==> config.mk <==
export PLATFORM = sky130hd
export DESIGN_NAME = branch_predictor_btb
export DESIGN_NICKNAME = d
export VERILOG_FILES = /design/src/rtl/branch_predictor_btb.sv
export SDC_FILE = /design/constraint.sdc
export NUM_CORES = 2
export LEC_CHECK = 0
export CORE_UTILIZATION = 63
export CTS_BUF_LIST = sky130_fd_sc_hd__clkbuf_8
export CTS_CLUSTER_DIAMETER = 80
export DETAILED_ROUTE_END_ITERATION = 8
export HOLD_SLACK_MARGIN = 0.1
export PLACE_DENSITY = 0.83
export SLEW_MARGIN = 10
export SYNTH_ARGS = -nofsm -noshare
export SYNTH_HDL_FRONTEND = slang
export SYNTH_SLANG_ARGS = --single-unit
==> constraint.sdc <==
create_clock -name clk -period 11.6 [get_ports clk]
set_clock_uncertainty 0.05 [all_clocks]
set_input_delay 1.74 -clock clk [delete_from_list [all_inputs] [get_ports clk]]
set_output_delay 1.74 -clock clk [all_outputs]
set_load 0.05 [all_outputs]
==> src/rtl/branch_predictor_btb.sv <==
// Fetch-side branch target buffer with 2-bit saturating direction counters.
// IF looks up the current PC combinationally; ID resolves branches/jumps,
// flags mispredicts with the corrected PC and trains the table on the edge.
// Saturating counters track resolved conditional branches and mispredicts.
module branch_predictor_btb #(
    parameter int WORD_SIZE  = 16,
    parameter int INDEX_BITS = 4,
    parameter int TAG_BITS   = WORD_SIZE - INDEX_BITS
) (
    input  logic                 clk,
    input  logic                 reset_n,
    input  logic [WORD_SIZE-1:0] if_pc,
    output logic                 pred_taken,
    output logic [WORD_SIZE-1:0] pred_next_pc,
    input  logic                 id_valid,
    input  logic                 id_is_branch,
    input  logic                 id_is_jump,
    input  logic [WORD_SIZE-1:0] id_pc,
    input  logic                 id_bcond,
    input  logic [WORD_SIZE-1:0] id_target,
    input  logic                 id_pred_taken,
    input  logic [WORD_SIZE-1:0] id_pred_next_pc,
    output logic                 mispredict,
    output logic [WORD_SIZE-1:0] correct_pc,
    output logic [WORD_SIZE-1:0] branch_count,
    output logic [WORD_SIZE-1:0] miss_count
);

    localparam int                   ENTRIES   = 1 << INDEX_BITS;
    localparam logic [WORD_SIZE-1:0] PC_ONE    = WORD_SIZE'(1);
    localparam logic [WORD_SIZE-1:0] COUNT_MAX = '1;
    localparam logic [1:0]           CTR_INIT  = 2'b01;  // weakly not-taken
    localparam logic [1:0]           CTR_ALLOC = 2'b10;  // weakly taken
    localparam logic [1:0]           CTR_JUMP  = 2'b11;  // strongly taken

    // Flattened read views of the per-entry registers held in g_entry.
    logic                 entry_valid  [ENTRIES];
    logic [TAG_BITS-1:0]  entry_tag    [ENTRIES];
    logic [WORD_SIZE-1:0] entry_target [ENTRIES];
    logic [1:0]           entry_ctr    [ENTRIES];
    logic [ENTRIES-1:0]   entry_we;

    // ------------------------------------------------------------------
    // IF lookup: reads pre-edge table contents, no bypass from training.
    // ------------------------------------------------------------------
    logic [INDEX_BITS-1:0] if_idx;
    logic [TAG_BITS-1:0]   if_tag;
    logic                  if_hit;

    assign if_idx       = if_pc[INDEX_BITS-1:0];
    assign if_tag       = if_pc[WORD_SIZE-1:INDEX_BITS];
    assign if_hit       = entry_valid[if_idx] && (entry_tag[if_idx] == if_tag);
    assign pred_taken   = if_hit && entry_ctr[if_idx][1];
    assign pred_next_pc = pred_taken ? entry_target[if_idx] : if_pc + PC_ONE;

    // ------------------------------------------------------------------
    // ID resolution. A jump is always taken and overrides the branch flag.
    // The carried next PC alone decides a mispredict; the carried taken bit
    // is implied by it and deliberately not consulted.
    // ------------------------------------------------------------------
    logic                 id_control;
    logic                 id_actual_taken;
    logic [WORD_SIZE-1:0] id_actual_pc;
    logic                 unused_pred_taken;

    assign unused_pred_taken = id_pred_taken;
    assign id_control        = id_is_branch || id_is_jump;
    assign id_actual_taken   = id_is_jump ? 1'b1 : id_bcond;
    assign id_actual_pc      = id_actual_taken ? id_target : id_pc + PC_ONE;
    assign mispredict        = id_valid && id_control && (id_pred_next_pc != id_actual_pc);
    assign correct_pc        = mispredict ? id_actual_pc : '0;

    // ------------------------------------------------------------------
    // Training: decide whether and what to write into the ID entry.
    // ------------------------------------------------------------------
    logic [INDEX_BITS-1:0] id_idx;
    logic [TAG_BITS-1:0]   id_tag;
    logic                  id_hit;
    logic [1:0]            id_entry_ctr;
    logic [WORD_SIZE-1:0]  id_entry_target;
    logic                  wr_en;
    logic [WORD_SIZE-1:0]  wr_target;
    logic [1:0]            wr_ctr;

    assign id_idx          = id_pc[INDEX_BITS-1:0];
    assign id_tag          = id_pc[WORD_SIZE-1:INDEX_BITS];
    assign id_hit          = entry_valid[id_idx] && (entry_tag[id_idx] == id_tag);
    assign id_entry_ctr    = entry_ctr[id_idx];
    assign id_entry_target = entry_target[id_idx];

    // Write-data selection: jumps always (re)install strongly taken, branch
    // hits nudge the counter, taken branch misses allocate weakly taken.
    always_comb begin
        wr_en     = 1'b0;
        wr_target = id_target;
        wr_ctr    = CTR_ALLOC;
        if (id_valid) begin
            if (id_is_jump) begin
                wr_en  = 1'b1;
                wr_ctr = CTR_JUMP;
            end else if (id_is_branch) begin
                if (id_hit) begin
                    wr_en = 1'b1;
                    if (id_bcond) begin
                        wr_target = id_target;
                        wr_ctr    = (id_entry_ctr == 2'b11) ? 2'b11 : id_entry_ctr + 2'd1;
                    end else begin
                        wr_target = id_entry_target;
                        wr_ctr    = (id_entry_ctr == 2'b00) ? 2'b00 : id_entry_ctr - 2'd1;
                    end
                end else if (id_bcond) begin
                    wr_en  = 1'b1;
                    wr_ctr = CTR_ALLOC;
                end
            end
        end
    end

    // ------------------------------------------------------------------
    // Table storage, one register set per entry.
    // ------------------------------------------------------------------
    genvar gi;
    generate
        for (gi = 0; gi < ENTRIES; gi++) begin : g_entry
            logic                 valid_reg;
            logic [TAG_BITS-1:0]  tag_reg;
            logic [WORD_SIZE-1:0] target_reg;
            logic [1:0]           ctr_reg;

            assign entry_we[gi] = wr_en && (id_idx == INDEX_BITS'(gi));

            // Entry state: cleared by reset (which wins over training), else
            // rewritten as a whole when this entry is the training target.
            always_ff @(posedge clk) begin
                if (!reset_n) begin
                    valid_reg  <= 1'b0;
                    tag_reg    <= '0;
                    target_reg <= '0;
                    ctr_reg    <= CTR_INIT;
                end else if (entry_we[gi]) begin
                    valid_reg  <= 1'b1;
                    tag_reg    <= id_tag;
                    target_reg <= wr_target;
                    ctr_reg    <= wr_ctr;
                end
            end

            assign entry_valid[gi]  = valid_reg;
            assign entry_tag[gi]    = tag_reg;
            assign entry_target[gi] = target_reg;
            assign entry_ctr[gi]    = ctr_reg;
        end
    endgenerate

    // ------------------------------------------------------------------
    // Statistics counters, saturating at all-ones.
    // ------------------------------------------------------------------
    logic [WORD_SIZE-1:0] branch_count_reg;
    logic [WORD_SIZE-1:0] branch_count_next;
    logic [WORD_SIZE-1:0] miss_count_reg;
    logic [WORD_SIZE-1:0] miss_count_next;

    // Next-count logic: hold unless an event occurs and headroom remains.
    always_comb begin
        branch_count_next = branch_count_reg;
        miss_count_next   = miss_count_reg;
        if (id_valid && id_is_branch && (branch_count_reg != COUNT_MAX)) begin
            branch_count_next = branch_count_reg + PC_ONE;
        end
        if (mispredict && (miss_count_reg != COUNT_MAX)) begin
            miss_count_next = miss_count_reg + PC_ONE;
        end
    end

    // Counter registers with synchronous clear.
    always_ff @(posedge clk) begin
        if (!reset_n) begin
            branch_count_reg <= '0;
            miss_count_reg   <= '0;
        end else begin
            branch_count_reg <= branch_count_next;
            miss_count_reg   <= miss_count_next;
        end
    end

    assign branch_count = branch_count_reg;
    assign miss_count   = miss_count_reg;

endmodule

==> qor.tcl <==
set qor(p_leak_nw) 12.3
set qor(numCtsBuffers) 86
set qor(critical_path.max_fanout) 21
set qor(largest_register_ffs) 256
set qor(core_area_mm2) 0.0446
set qor(wl_per_cell_um) 28.4
set qor(nNetsFinal) 2560
set qor(setup-violations-final) 0
set qor(drive_gt1_share_pct) 21.6
set qor(hold_path.startpoint) {miss_count[9]}
set qor(mean_instance_size_in_the_synthesized_netlist_um2) 11.6
set qor(clock_latency_ns) 0.70
set qor(hold_class) {reg2reg}
set qor(drt-initial-drc-count) 3098
set qor(route.vias.total) 22800
set qor(die_w_um) 216
set qor(yosys_warnings) 0
set qor(grt_usage_pct) 38.3
set qor(synth_fa_ha_area_share_pct) 0.375
set qor(maximum_number_of_pins_on_one_net_before_global_route_repair) 160
set qor(post_drt_via_cell_ratio) 7.27
set qor(powerDensity_mw_per_mm2) 122
set qor(data_required_time_of_the_critical_path_ns) 9.81
set qor(setup.worst_path.class) {in2out}
set qor(final_min_period_over_clock_period_pct) 76.8
set qor(post-cts-setup-buffers) 0
set qor(postSynthCellCount) 2476
set qor(buffer_ports.inserted) 135
set qor(placedCellCount) 2986
set qor(die-area_mm2) 0.0465
set qor(maxCapViolations) 0
set qor(power.net_switching_mw) 1.05
set qor(clock_power_share_pct) 41.4
set qor(clock-sinks) 528
set qor(combPwrFrac_pct) 11.2
set qor(yosys_most_used_dff) {sky130_fd_sc_hd__dfxtp_1}
set qor(placement.setup.worst_slack_ns) 2.86
set qor(r2r-start) {g_entry[13].tag_reg[3]}
set qor(grt_setup_unrepaired) {no}
set qor(whs_ns) 0.434
set qor(floorplan.rows) 77
set qor(mappedNetlistNets) 2554
set qor(reg2reg_depth) 11
set qor(post_synthesis_share_of_cell_area_spent_on_and_or_nand_and_nor_gates_pct) 11.5
set qor(report.final.hold_viol_count) 0
set qor(report.final.slew_viol_count) 0
set qor(ant_nets) 0
set qor(setup.reg_to_reg.worst_slack_ns) 7.30
set qor(synth.top_cell.area_share_pct) 36.8
set qor(drcViolationCount) 0
set qor(finalPower_mw) 3.89
set qor(number_of_buffers_inserted_by_hold_repair_at_cts) 0
set qor(synth_seq_area_share_pct) 36.8
set qor(synthDistinctLibCells) 80
set qor(gp_congestion) 0.927
set qor(p_int_mw) 2.84
set qor(p_seq_share_pct) 47.4
set qor(synth_compound_gate_area_share_pct) 13.0
set qor(post-route-min-period_ns) 8.91
set qor(hold_end) {miss_count[9]}
set qor(worstSetupStartpointType) {primary input}
set qor(fin_tns_setup_ns) 0
set qor(die_h_um) 216
set qor(synth_edf_count) 0
set qor(yosys.area.top_type) {sky130_fd_sc_hd__dfxtp_1}
set qor(grt_overflow_total) 0
set qor(num_io_pins) 137
set qor(grt_first_pass_wirelength_um) 136000
set qor(post-dp-hpwl_um) 53200
set qor(outcome) {completed}
set qor(clock-root-buffer) {sky130_fd_sc_hd__clkbuf_8}
set qor(max_freq_mhz) 112
set qor(finalWorstSetupSlack_ns) 2.69
set qor(post_synth_xor_area_fraction_pct) 2.60
set qor(vdd_drop_max_v) 0.0000993
set qor(syn_area_mm2) 0.0287
set qor(worstReg2RegEnd) {g_entry[15].target_reg[3]}
set qor(cp_capture_type) {output pin}
set qor(area_delta_synth_final_pct) 10.8
set qor(initial_core_util_pct) 64.4
set qor(grt_pass1_vias) 22400
set qor(synth_area_leaders) {sky130_fd_sc_hd__dfxtp_1 (37%), sky130_fd_sc_hd__mux4_2 (20%), sky130_fd_sc_hd__mux2i_1 (8.9%), sky130_fd_sc_hd__a32o_1 (8.2%), sky130_fd_sc_hd__nor2b_1 (4.4%)}
set qor(cts_tree) {built}
set qor(dominant_combinational_cell_family_by_area_after_synthesis) {multiplexers}
set qor(clock_tree.htree_level_count) 3
set qor(post_cts_resized) 0
set qor(clk_transition_reported_paths_ns) 0.06
set qor(postRouteWirelength_um) 89200
set qor(whs_path_depth) 2
set qor(slew-limit-headroom_pct) 17.9
set qor(p_sw_share_pct) 27.1
set qor(ys_seq_elements) 528
set qor(worst-slew-pin-transition_ns) 1.23
set qor(antenna_found_initial) 4
set qor(leading_cell_types_in_the_layout_fill_and_taps_excluded) {sky130_fd_sc_hd__dfxtp_1 (528), sky130_fd_sc_hd__mux4_2 (258), sky130_fd_sc_hd__mux2i_1 (255)}
set qor(synth_async_reset_ratio_pct) 0
set qor(drt_first_pass_iters) 6
set qor(synthMuxAreaShare_pct) 31.3
set qor(clockBufferDepth) 3
set qor(final-instance-count-excl-fill) 3140
set qor(layout_commonest_cell) {sky130_fd_sc_hd__dfxtp_1}
set qor(crit_start) {id_pc[4]}
set qor(crit_arrival_ns) 7.12
==> synthesized netlist by cell type (38+ instances only) <==
master,count
sky130_fd_sc_hd__a21oi_1,40
sky130_fd_sc_hd__a32o_1,234
sky130_fd_sc_hd__buf_2,58
sky130_fd_sc_hd__clkbuf_1,165
sky130_fd_sc_hd__dfxtp_1,528
sky130_fd_sc_hd__mux2i_1,255
sky130_fd_sc_hd__mux4_2,258
sky130_fd_sc_hd__nand2_1,69
sky130_fd_sc_hd__nor2_1,86
sky130_fd_sc_hd__nor2_2,38
sky130_fd_sc_hd__nor2b_1,201
sky130_fd_sc_hd__xnor2_1,49
==> cell families (layout without fill, tap and decap cells) <==
kind of cell | after synthesis | in the layout
other | 0 | 3
DFF | 528 | 528
adders and majority gates | 9 | 9
xor gates and xnor gates | 82 | 82
AOI/OAI and AO/OA | 437 | 437
muxes | 555 | 555
and+or+nand+nor | 579 | 579
buffers and inverters | 286 | 355
==> power by group through the flow <==
stage | Combinational [mW] | Sequential [mW] | Clock (mW)
after detailed placement | 0.425 | 1.88 | 0
after global routing | 0.453 | 1.85 | 1.70
final | 0.437 | 1.84 | 1.61
after global placement | 0.418 | 1.88 | 0
after floorplan | 0.288 | 1.88 | 0
after CTS | 0.427 | 1.84 | 1.61
==> worst max-delay path: stages <==
cell,delay (ns)
sky130_fd_sc_hd__clkdlybuf4s50_1,1.05
sky130_fd_sc_hd__nand3_1,0.55
sky130_fd_sc_hd__nor3_1,0.59
sky130_fd_sc_hd__xnor2_1,0.13
sky130_fd_sc_hd__a2111oi_0,0.48
sky130_fd_sc_hd__buf_4,0.23
sky130_fd_sc_hd__nand4_1,0.24
sky130_fd_sc_hd__nor4_2,0.45
sky130_fd_sc_hd__nand2b_1,0.75
sky130_fd_sc_hd__nor2_1,0.13
sky130_fd_sc_hd__clkdlybuf4s50_1,0.76
==> per-layer routing <==
layer  track usage (%)  part of all wire (%)  vias up
met5                 0                 0.015        -
met4              22.3                   5.8        2
met3              9.98                    13      351
met2              57.5                    44     1621
met1              50.3                    37    11300
li1                  -                     -     9595
==> final cells by class <==
| type | count | area (um^2) |
|---|---|---|
| antenna | 3 | 7.51 |
| clock buffer | 110 | 1510 |
| clock inverter | 41 | 173 |
| fill | 3092 | 12800 |
| inverter | 20 | 75.1 |
| multi-input combinational | 1662 | 17100 |
| sequential | 528 | 10600 |
| tap | 592 | 741 |
| timing repair buffer | 184 | 1710 |
==> per-stage QoR <==
stage / cell area [um^2] / util [%]
after floorplan: 28700 / -
after global placement: 30200 / 67.6
after detailed placement: 30200 / 67.6
after CTS: 31800 / 71.4
after global routing: 31800 / 71.4
final: 31800 / 71.4
==> worst max path at each step <==
stage                      endpoint  slack (ns)  depth (start not counted)
floorplan            correct_pc[14]        4.08                         17
global placement    pred_next_pc[7]        2.91                         12
detailed placement  pred_next_pc[7]        2.86                         12
CTS                  correct_pc[11]        2.84                         11
global route          correct_pc[1]        2.46                         11
finish               correct_pc[11]        2.69                         11
(Power assumes the default switching activity.)
